## src/rtl/mdu_iter.sv

```systemverilog
// Iterative multiply/divide unit: one radix-2 shift-add or restoring-divide step per
// cycle on operand magnitudes, followed by a single sign-fix/accumulate cycle.
`timescale 1ns/1ps
module mdu_iter #(
    parameter int WIDTH = 32
) (
    input  logic             clk,
    input  logic             rst,
    input  logic             flush,
    input  logic             req_valid,
    output logic             req_ready,
    input  logic [2:0]       op,
    input  logic [WIDTH-1:0] src_a,
    input  logic [WIDTH-1:0] src_b,
    input  logic [WIDTH-1:0] hi_in,
    input  logic [WIDTH-1:0] lo_in,
    output logic             resp_valid,
    input  logic             resp_ready,
    output logic [WIDTH-1:0] resp_hi,
    output logic [WIDTH-1:0] resp_lo,
    output logic             div_by_zero
);

    localparam int CW = $clog2(WIDTH);

    typedef enum logic [1:0] {IDLE, CALC, FIX, DONE} state_t;

    state_t             state_reg;
    logic [CW-1:0]      count_reg;
    logic [1:0]         kind_reg;      // op[2:1]: 00 mul, 01 div, 10 madd, 11 msub
    logic [WIDTH-1:0]   a_mag_reg;
    logic [WIDTH-1:0]   b_mag_reg;
    logic [WIDTH-1:0]   hi_reg;
    logic [WIDTH-1:0]   lo_reg;
    logic [WIDTH-1:0]   acc_hi_reg;
    logic [WIDTH-1:0]   acc_lo_reg;
    logic               a_neg_reg;
    logic               b_neg_reg;
    logic               dbz_reg;
    logic               resp_valid_reg;
    logic               dbz_out_reg;
    logic [WIDTH-1:0]   resp_hi_reg;
    logic [WIDTH-1:0]   resp_lo_reg;

    // Accept-time operand decode
    logic               in_signed;
    logic               in_div;
    logic               in_a_neg;
    logic               in_b_neg;
    logic               in_dbz;
    logic [WIDTH-1:0]   in_a_mag;
    logic [WIDTH-1:0]   in_b_mag;

    assign in_signed = ~op[0];
    assign in_div    = (op[2:1] == 2'b01);
    assign in_a_neg  = in_signed & src_a[WIDTH-1];
    assign in_b_neg  = in_signed & src_b[WIDTH-1];
    assign in_a_mag  = in_a_neg ? -src_a : src_a;
    assign in_b_mag  = in_b_neg ? -src_b : src_b;
    assign in_dbz    = in_div && (src_b == '0);

    assign req_ready = rst && (state_reg == IDLE);

    // Multiply step: add multiplicand when the current multiplier bit is set, shift right
    logic [WIDTH-1:0]   mul_addend;
    logic [WIDTH:0]     mul_sum;
    logic [WIDTH-1:0]   mul_hi_next;
    logic [WIDTH-1:0]   mul_lo_next;

    generate
        for (genvar gi = 0; gi < WIDTH; gi++) begin : g_addend
            assign mul_addend[gi] = a_mag_reg[gi] & lo_reg[0];
        end
    endgenerate

    assign mul_sum     = {1'b0, hi_reg} + {1'b0, mul_addend};
    assign mul_hi_next = mul_sum[WIDTH:1];
    assign mul_lo_next = {mul_sum[0], lo_reg[WIDTH-1:1]};

    // Restoring divide step: remainder in hi_reg, dividend shifting out of / quotient into lo_reg
    logic [WIDTH:0]     div_shift;
    logic [WIDTH:0]     div_diff;
    logic               div_ok;
    logic [WIDTH-1:0]   div_hi_next;
    logic [WIDTH-1:0]   div_lo_next;

    assign div_shift   = {hi_reg, lo_reg[WIDTH-1]};
    assign div_diff    = div_shift - {1'b0, b_mag_reg};
    assign div_ok      = ~div_diff[WIDTH];
    assign div_hi_next = div_ok ? div_diff[WIDTH-1:0] : div_shift[WIDTH-1:0];
    assign div_lo_next = {lo_reg[WIDTH-2:0], div_ok};

    // Sign correction and accumulate, evaluated during FIX
    logic                 res_neg;
    logic [2*WIDTH-1:0]   prod_mag;
    logic [2*WIDTH-1:0]   prod_fixed;
    logic [2*WIDTH-1:0]   acc;
    logic [2*WIDTH-1:0]   mul_res;
    logic [WIDTH-1:0]     fix_hi;
    logic [WIDTH-1:0]     fix_lo;

    assign res_neg = a_neg_reg ^ b_neg_reg;

    always_comb begin
        prod_mag   = {hi_reg, lo_reg};
        prod_fixed = res_neg ? -prod_mag : prod_mag;
        acc        = {acc_hi_reg, acc_lo_reg};
        mul_res    = prod_fixed;
        if (kind_reg == 2'b10) begin
            mul_res = acc + prod_fixed;
        end else if (kind_reg == 2'b11) begin
            mul_res = acc - prod_fixed;
        end
        fix_hi = mul_res[2*WIDTH-1:WIDTH];
        fix_lo = mul_res[WIDTH-1:0];
        if (kind_reg == 2'b01) begin
            if (dbz_reg) begin
                fix_hi = hi_reg;
                fix_lo = '1;
            end else begin
                // Quotient truncates toward zero; remainder follows the dividend
                fix_lo = res_neg   ? -lo_reg : lo_reg;
                fix_hi = a_neg_reg ? -hi_reg : hi_reg;
            end
        end
    end

    always_ff @(posedge clk) begin
        if (!rst) begin
            state_reg      <= IDLE;
            count_reg      <= '0;
            kind_reg       <= '0;
            a_mag_reg      <= '0;
            b_mag_reg      <= '0;
            hi_reg         <= '0;
            lo_reg         <= '0;
            acc_hi_reg     <= '0;
            acc_lo_reg     <= '0;
            a_neg_reg      <= 1'b0;
            b_neg_reg      <= 1'b0;
            dbz_reg        <= 1'b0;
            resp_valid_reg <= 1'b0;
            dbz_out_reg    <= 1'b0;
            resp_hi_reg    <= '0;
            resp_lo_reg    <= '0;
        end else if (flush) begin
            state_reg      <= IDLE;
            count_reg      <= '0;
            resp_valid_reg <= 1'b0;
        end else begin
            case (state_reg)
                IDLE: begin
                    if (req_valid) begin
                        kind_reg   <= op[2:1];
                        a_mag_reg  <= in_a_mag;
                        b_mag_reg  <= in_b_mag;
                        a_neg_reg  <= in_a_neg;
                        b_neg_reg  <= in_b_neg;
                        dbz_reg    <= in_dbz;
                        acc_hi_reg <= hi_in;
                        acc_lo_reg <= lo_in;
                        count_reg  <= '0;
                        // Divide-by-zero carries the raw dividend straight to FIX
                        hi_reg     <= in_dbz ? src_a : '0;
                        lo_reg     <= in_div ? in_a_mag : in_b_mag;
                        state_reg  <= in_dbz ? FIX : CALC;
                    end
                end
                CALC: begin
                    if (kind_reg == 2'b01) begin
                        hi_reg <= div_hi_next;
                        lo_reg <= div_lo_next;
                    end else begin
                        hi_reg <= mul_hi_next;
                        lo_reg <= mul_lo_next;
                    end
                    if (count_reg == CW'(WIDTH-1)) begin
                        count_reg <= '0;
                        state_reg <= FIX;
                    end else begin
                        count_reg <= count_reg + 1'b1;
                    end
                end
                FIX: begin
                    resp_hi_reg    <= fix_hi;
                    resp_lo_reg    <= fix_lo;
                    dbz_out_reg    <= dbz_reg;
                    resp_valid_reg <= 1'b1;
                    state_reg      <= DONE;
                end
                DONE: begin
                    if (resp_ready) begin
                        resp_valid_reg <= 1'b0;
                        state_reg      <= IDLE;
                    end
                end
                default: state_reg <= IDLE;
            endcase
        end
    end

    assign resp_valid  = resp_valid_reg;
    assign resp_hi     = resp_hi_reg;
    assign resp_lo     = resp_lo_reg;
    assign div_by_zero = dbz_out_reg;

endmodule

```

## config.mk

```make
export PLATFORM = sky130hd
export DESIGN_NAME = mdu_iter
export DESIGN_NICKNAME = d
export VERILOG_FILES = /design/src/rtl/mdu_iter.sv
export SDC_FILE = /design/constraint.sdc
export NUM_CORES = 1
export LEC_CHECK = 0
export ABC_AREA = 1
export ABC_CLOCK_PERIOD_IN_PS = 6300
export CORE_MARGIN = 2
export CORE_UTILIZATION = 50
export CTS_BUF_LIST = sky130_fd_sc_hd__clkbuf_4
export DETAILED_ROUTE_END_ITERATION = 7
export PLACE_DENSITY = 0.69
export SYNTH_ARGS = -nofsm -noshare
export SYNTH_HDL_FRONTEND = slang
export SYNTH_SLANG_ARGS = --single-unit
```

## constraint.sdc

```tcl
create_clock -name clk -period 6.3 [get_ports clk]
set_clock_uncertainty 0.05 [all_clocks]
set_input_delay 1.575 -clock clk [delete_from_list [all_inputs] [get_ports clk]]
set_output_delay 1.575 -clock clk [all_outputs]
set_load 0.05 [all_outputs]
```

==> out/qor.tcl <==
set qor(crit_reg_reg_startpoint) {lo_reg[1]}
set qor(setup_viols_final) 0
set qor(fp.dieW_microns) 249
set qor(grt-busiest-layer) {met2}
set qor(yosysSeqAreaShare) 0.181
set qor(netlist.area_leader.share) 0.181
set qor(slew-limit-headroom) 0.282
set qor(post_route_cells_drive_above_1_share) 0.0518
set qor(grt_util_met1) 0.555
set qor(final_cell_count_no_fill) 6107
set qor(postSynth.topFlopCell) {dfxtp_1}
set qor(worstHoldPathType) {flip-flop to flip-flop}
set qor(layout.filler_cells) 6325
set qor(number_of_global_route_vias_before_repair) 33558
set qor(fp.coreArea_sq_mm) 0.0591
set qor(dpl.hpwl_mm) 110
set qor(grt_first_pass_wirelength_mm) 203
set qor(avgSynthCellArea_sq_um) 5.77
set qor(cp_data_arrival_time_ps) 6380
set qor(routed_via_density) 5.95
set qor(tritoncts.num_buffers) 77
set qor(synthTopCellsByCount) {nand2_1, inv_1, nor2_1}
set qor(final_antenna_net_count) 0
set qor(crit_path_max_fanout) 9
set qor(gp_congestion) 1.09
set qor(yosys_warnings) 0
set qor(synth_top_area_cell) {dfxtp_1}
set qor(grt_setup_unrepaired) {false}
set qor(finalSetupTns_ps) 0
set qor(gr-usage-met3) 0.0743
set qor(hold_path.startpoint) {resp_lo[1]}
set qor(final-hold-violation-count) 0
set qor(vdd.ir_drop.worst_uv) 163
set qor(clk_latency_worst_skew_pair_ps) 910
set qor(clkTransAtPathRegs_ps) 70
set qor(worst-slew-pin-transition_ps) 1080
set qor(clock-root-buffer) {clkbuf_4}
set qor(cts.sinks) 270
set qor(critical_path.startpoint_type) {flip-flop}
set qor(fp.dieArea_sq_mm) 0.0618
set qor(route.vias.total) 36341
set qor(floorplan.die.height_microns) 249
set qor(synthCells) 5185
set qor(grt_start_max_net_pins) 102
set qor(synth_cell_type_count) 69
set qor(floorplan.initialDensity) 0.506
set qor(status) {finished, violations left}
set qor(synth_simple_gate_area_frac) 0.307
set qor(cts_setup_buffers) 0
set qor(drtPass1Iterations) 8
set qor(type_of_element_capturing_the_critical_path) {flip-flop}
set qor(finalWorstPathRequiredPeriod_ps) 5670
set qor(min_period_over_period) 0.900
set qor(post-synth-top-count-cell) {nand2_1}
set qor(power.density_mw_per_mm2) 228
set qor(syn2layout_area_growth_pct) 11.3
set qor(placementRows) 89
set qor(numPortBuffers) 202
set qor(final-max-slew-violation-count) 0
set qor(ports) 203
set qor(mappedNetlistArea_sq_mm) 0.0299
set qor(clockBufferDepth) 3
set qor(synth_xor_area_frac) 0.0486
set qor(antenna_found_initial) 3
set qor(post_cts_hold_fix_bufs) 0
set qor(maxClockFrequency_mhz) 176
set qor(ys_ff_latch) 270
set qor(crit_required_ps) 7000
set qor(wirelength_mm) 138
set qor(postSynthNetCount) 5508
set qor(area_share_of_fa_ha_maj_cells_after_synthesis) 0.0792
set qor(wl_per_cell_microns) 22.6
set qor(synth-compound-area-share) 0.253
set qor(violations) {DRC}
set qor(tritoncts) {yes}
set qor(groute.layer.met2.usage) 0.662
set qor(timing.critical_path.from) {lo_reg[1]}
set qor(synth-edff-count) 0
set qor(track_usage) 0.431
set qor(total_leakage_power_nw) 15.9
set qor(post-place-cells) 5983
set qor(post_cts_resize_count) 0
set qor(share_of_cell_area_taken_by_muxes_after_synthesis) 0
set qor(num-nets-final) 5612
set qor(drt_drc_violations_left) 7
set qor(yosys-top-cells-area) {dfxtp_1, nand2_1, inv_1}
set qor(drv.max_cap_violation_count) 0
set qor(async_flop_share) 0
set qor(h-tree-depth) 3
set qor(detail_route.iter0.violations) 4581
set qor(synth_top_family_by_area) {simple AND/OR/NAND/NOR gates}
set qor(critPathKind) {flip-flop to flip-flop}
set qor(gr-total-overflow) 0
==> cell usage in the layout, fill, tap and decap left out, drive strengths merged, types with 3 or more instances in the layout <==
cell / instances
inv: 808
a21oi: 543
o211ai: 108
fa: 4
buf: 40
and2: 6
nor3: 73
bufinv: 3
o221ai: 6
xnor2: 30
nand3b: 7
clkdlybuf4s50: 201
a211oi: 6
o31ai: 8
o2111ai: 4
a21boi: 8
nor2: 651
o21ai: 536
a31oi: 69
xor2: 136
or2: 14
clkbuf: 101
o21a: 14
o221a: 3
ha: 183
clkinv: 17
o21bai: 22
nand2: 1034
nand4: 68
nor4: 16
nand3: 305
and3: 3
a21o: 6
a221oi: 11
dfxtp: 270
==> power by group <==
part,switching [mW],internal (mW),total [mW]
registers,0.127,1.82,1.94
clock network,0.876,0.864,1.74
logic,2.81,1.11,3.92
total,3.81,3.79,7.60
==> worst paths after layout <==
| check | to | cells past startpoint | slack [ps] |
|---|---|---|---|
| setup / recovery | resp_hi[27] | 25 | 630 |
| hold / removal | resp_lo[1] | 2 | 420 |
| setup reg to reg | resp_hi[27] | 25 | 630 |
| hold reg to reg | resp_lo[1] | 2 | 420 |
==> area by class of cell <==
type | instances | area [sq um] | share of cell area
timing repair buffer | 241 | 2310 | 0.0694
clock buffer | 101 | 758 | 0.0228
sequential | 270 | 5410 | 0.162
clock inverter | 21 | 179 | 0.00537
inverter | 809 | 3040 | 0.0914
antenna | 2 | 5.00 | 0.000150
multi-input combinational | 3890 | 20600 | 0.620
tap | 773 | 967 | 0.0290
==> cells by family (layout without fill, tap and decap cells) <==
kind of cell / Yosys count / count (layout)
AND/OR/NAND/NOR: 2179 / 2179
AO/OA/AOI/OAI: 1358 / 1358
buffers and inverters: 1025 / 1172
flip-flops: 270 / 270
adder cells (fa/ha/maj): 187 / 187
XOR/XNOR: 166 / 166
other: 0 / 2
==> worst max-delay path, stage by stage (launching register included) <==
cell	delay, ps
dfxtp_1	320
inv_1	140
ha_1	250
nand2_2	110
nor2_4	150
nand2_1	90
nor3_1	190
nand3_1	170
inv_1	120
nand4_1	170
o21ai_2	300
o21ai_0	180
xor2_1	610
inv_1	100
ha_1	490
nand2_1	140
nor2_1	210
inv_1	100
nor4_1	710
nand4_1	400
nand3_1	160
nand2_1	60
o211ai_1	180
inv_1	60
nand2_1	60
a21oi_1	50
==> through the flow <==
stage / power (mW) / setup WS, ps / cell area [sq um] / util / hold WS (ps)
3_3_place_gp: 5.70 / 844 / 32400 / 0.547 / 403
5_1_grt: 8.02 / 288 / 33300 / 0.563 / 438
4_1_cts: 7.45 / 796 / 33300 / 0.563 / 416
2_1_floorplan: 4.50 / 2220 / 29900 / - / 395
6_report: 7.60 / 628 / 33300 / 0.563 / 416
3_5_place_dp: 5.71 / 770 / 32400 / 0.547 / 405
==> routing by layer <==
layer	up-vias	part of all wire	routed length [microns]
met5	-	0	0
met4	0	0.078	10800
met3	438	0.096	13300
met2	2071	0.42	58100
met1	16548	0.40	56000
li1	17284	-	-
No activity file was read; power rests on OpenSTA's default activity.
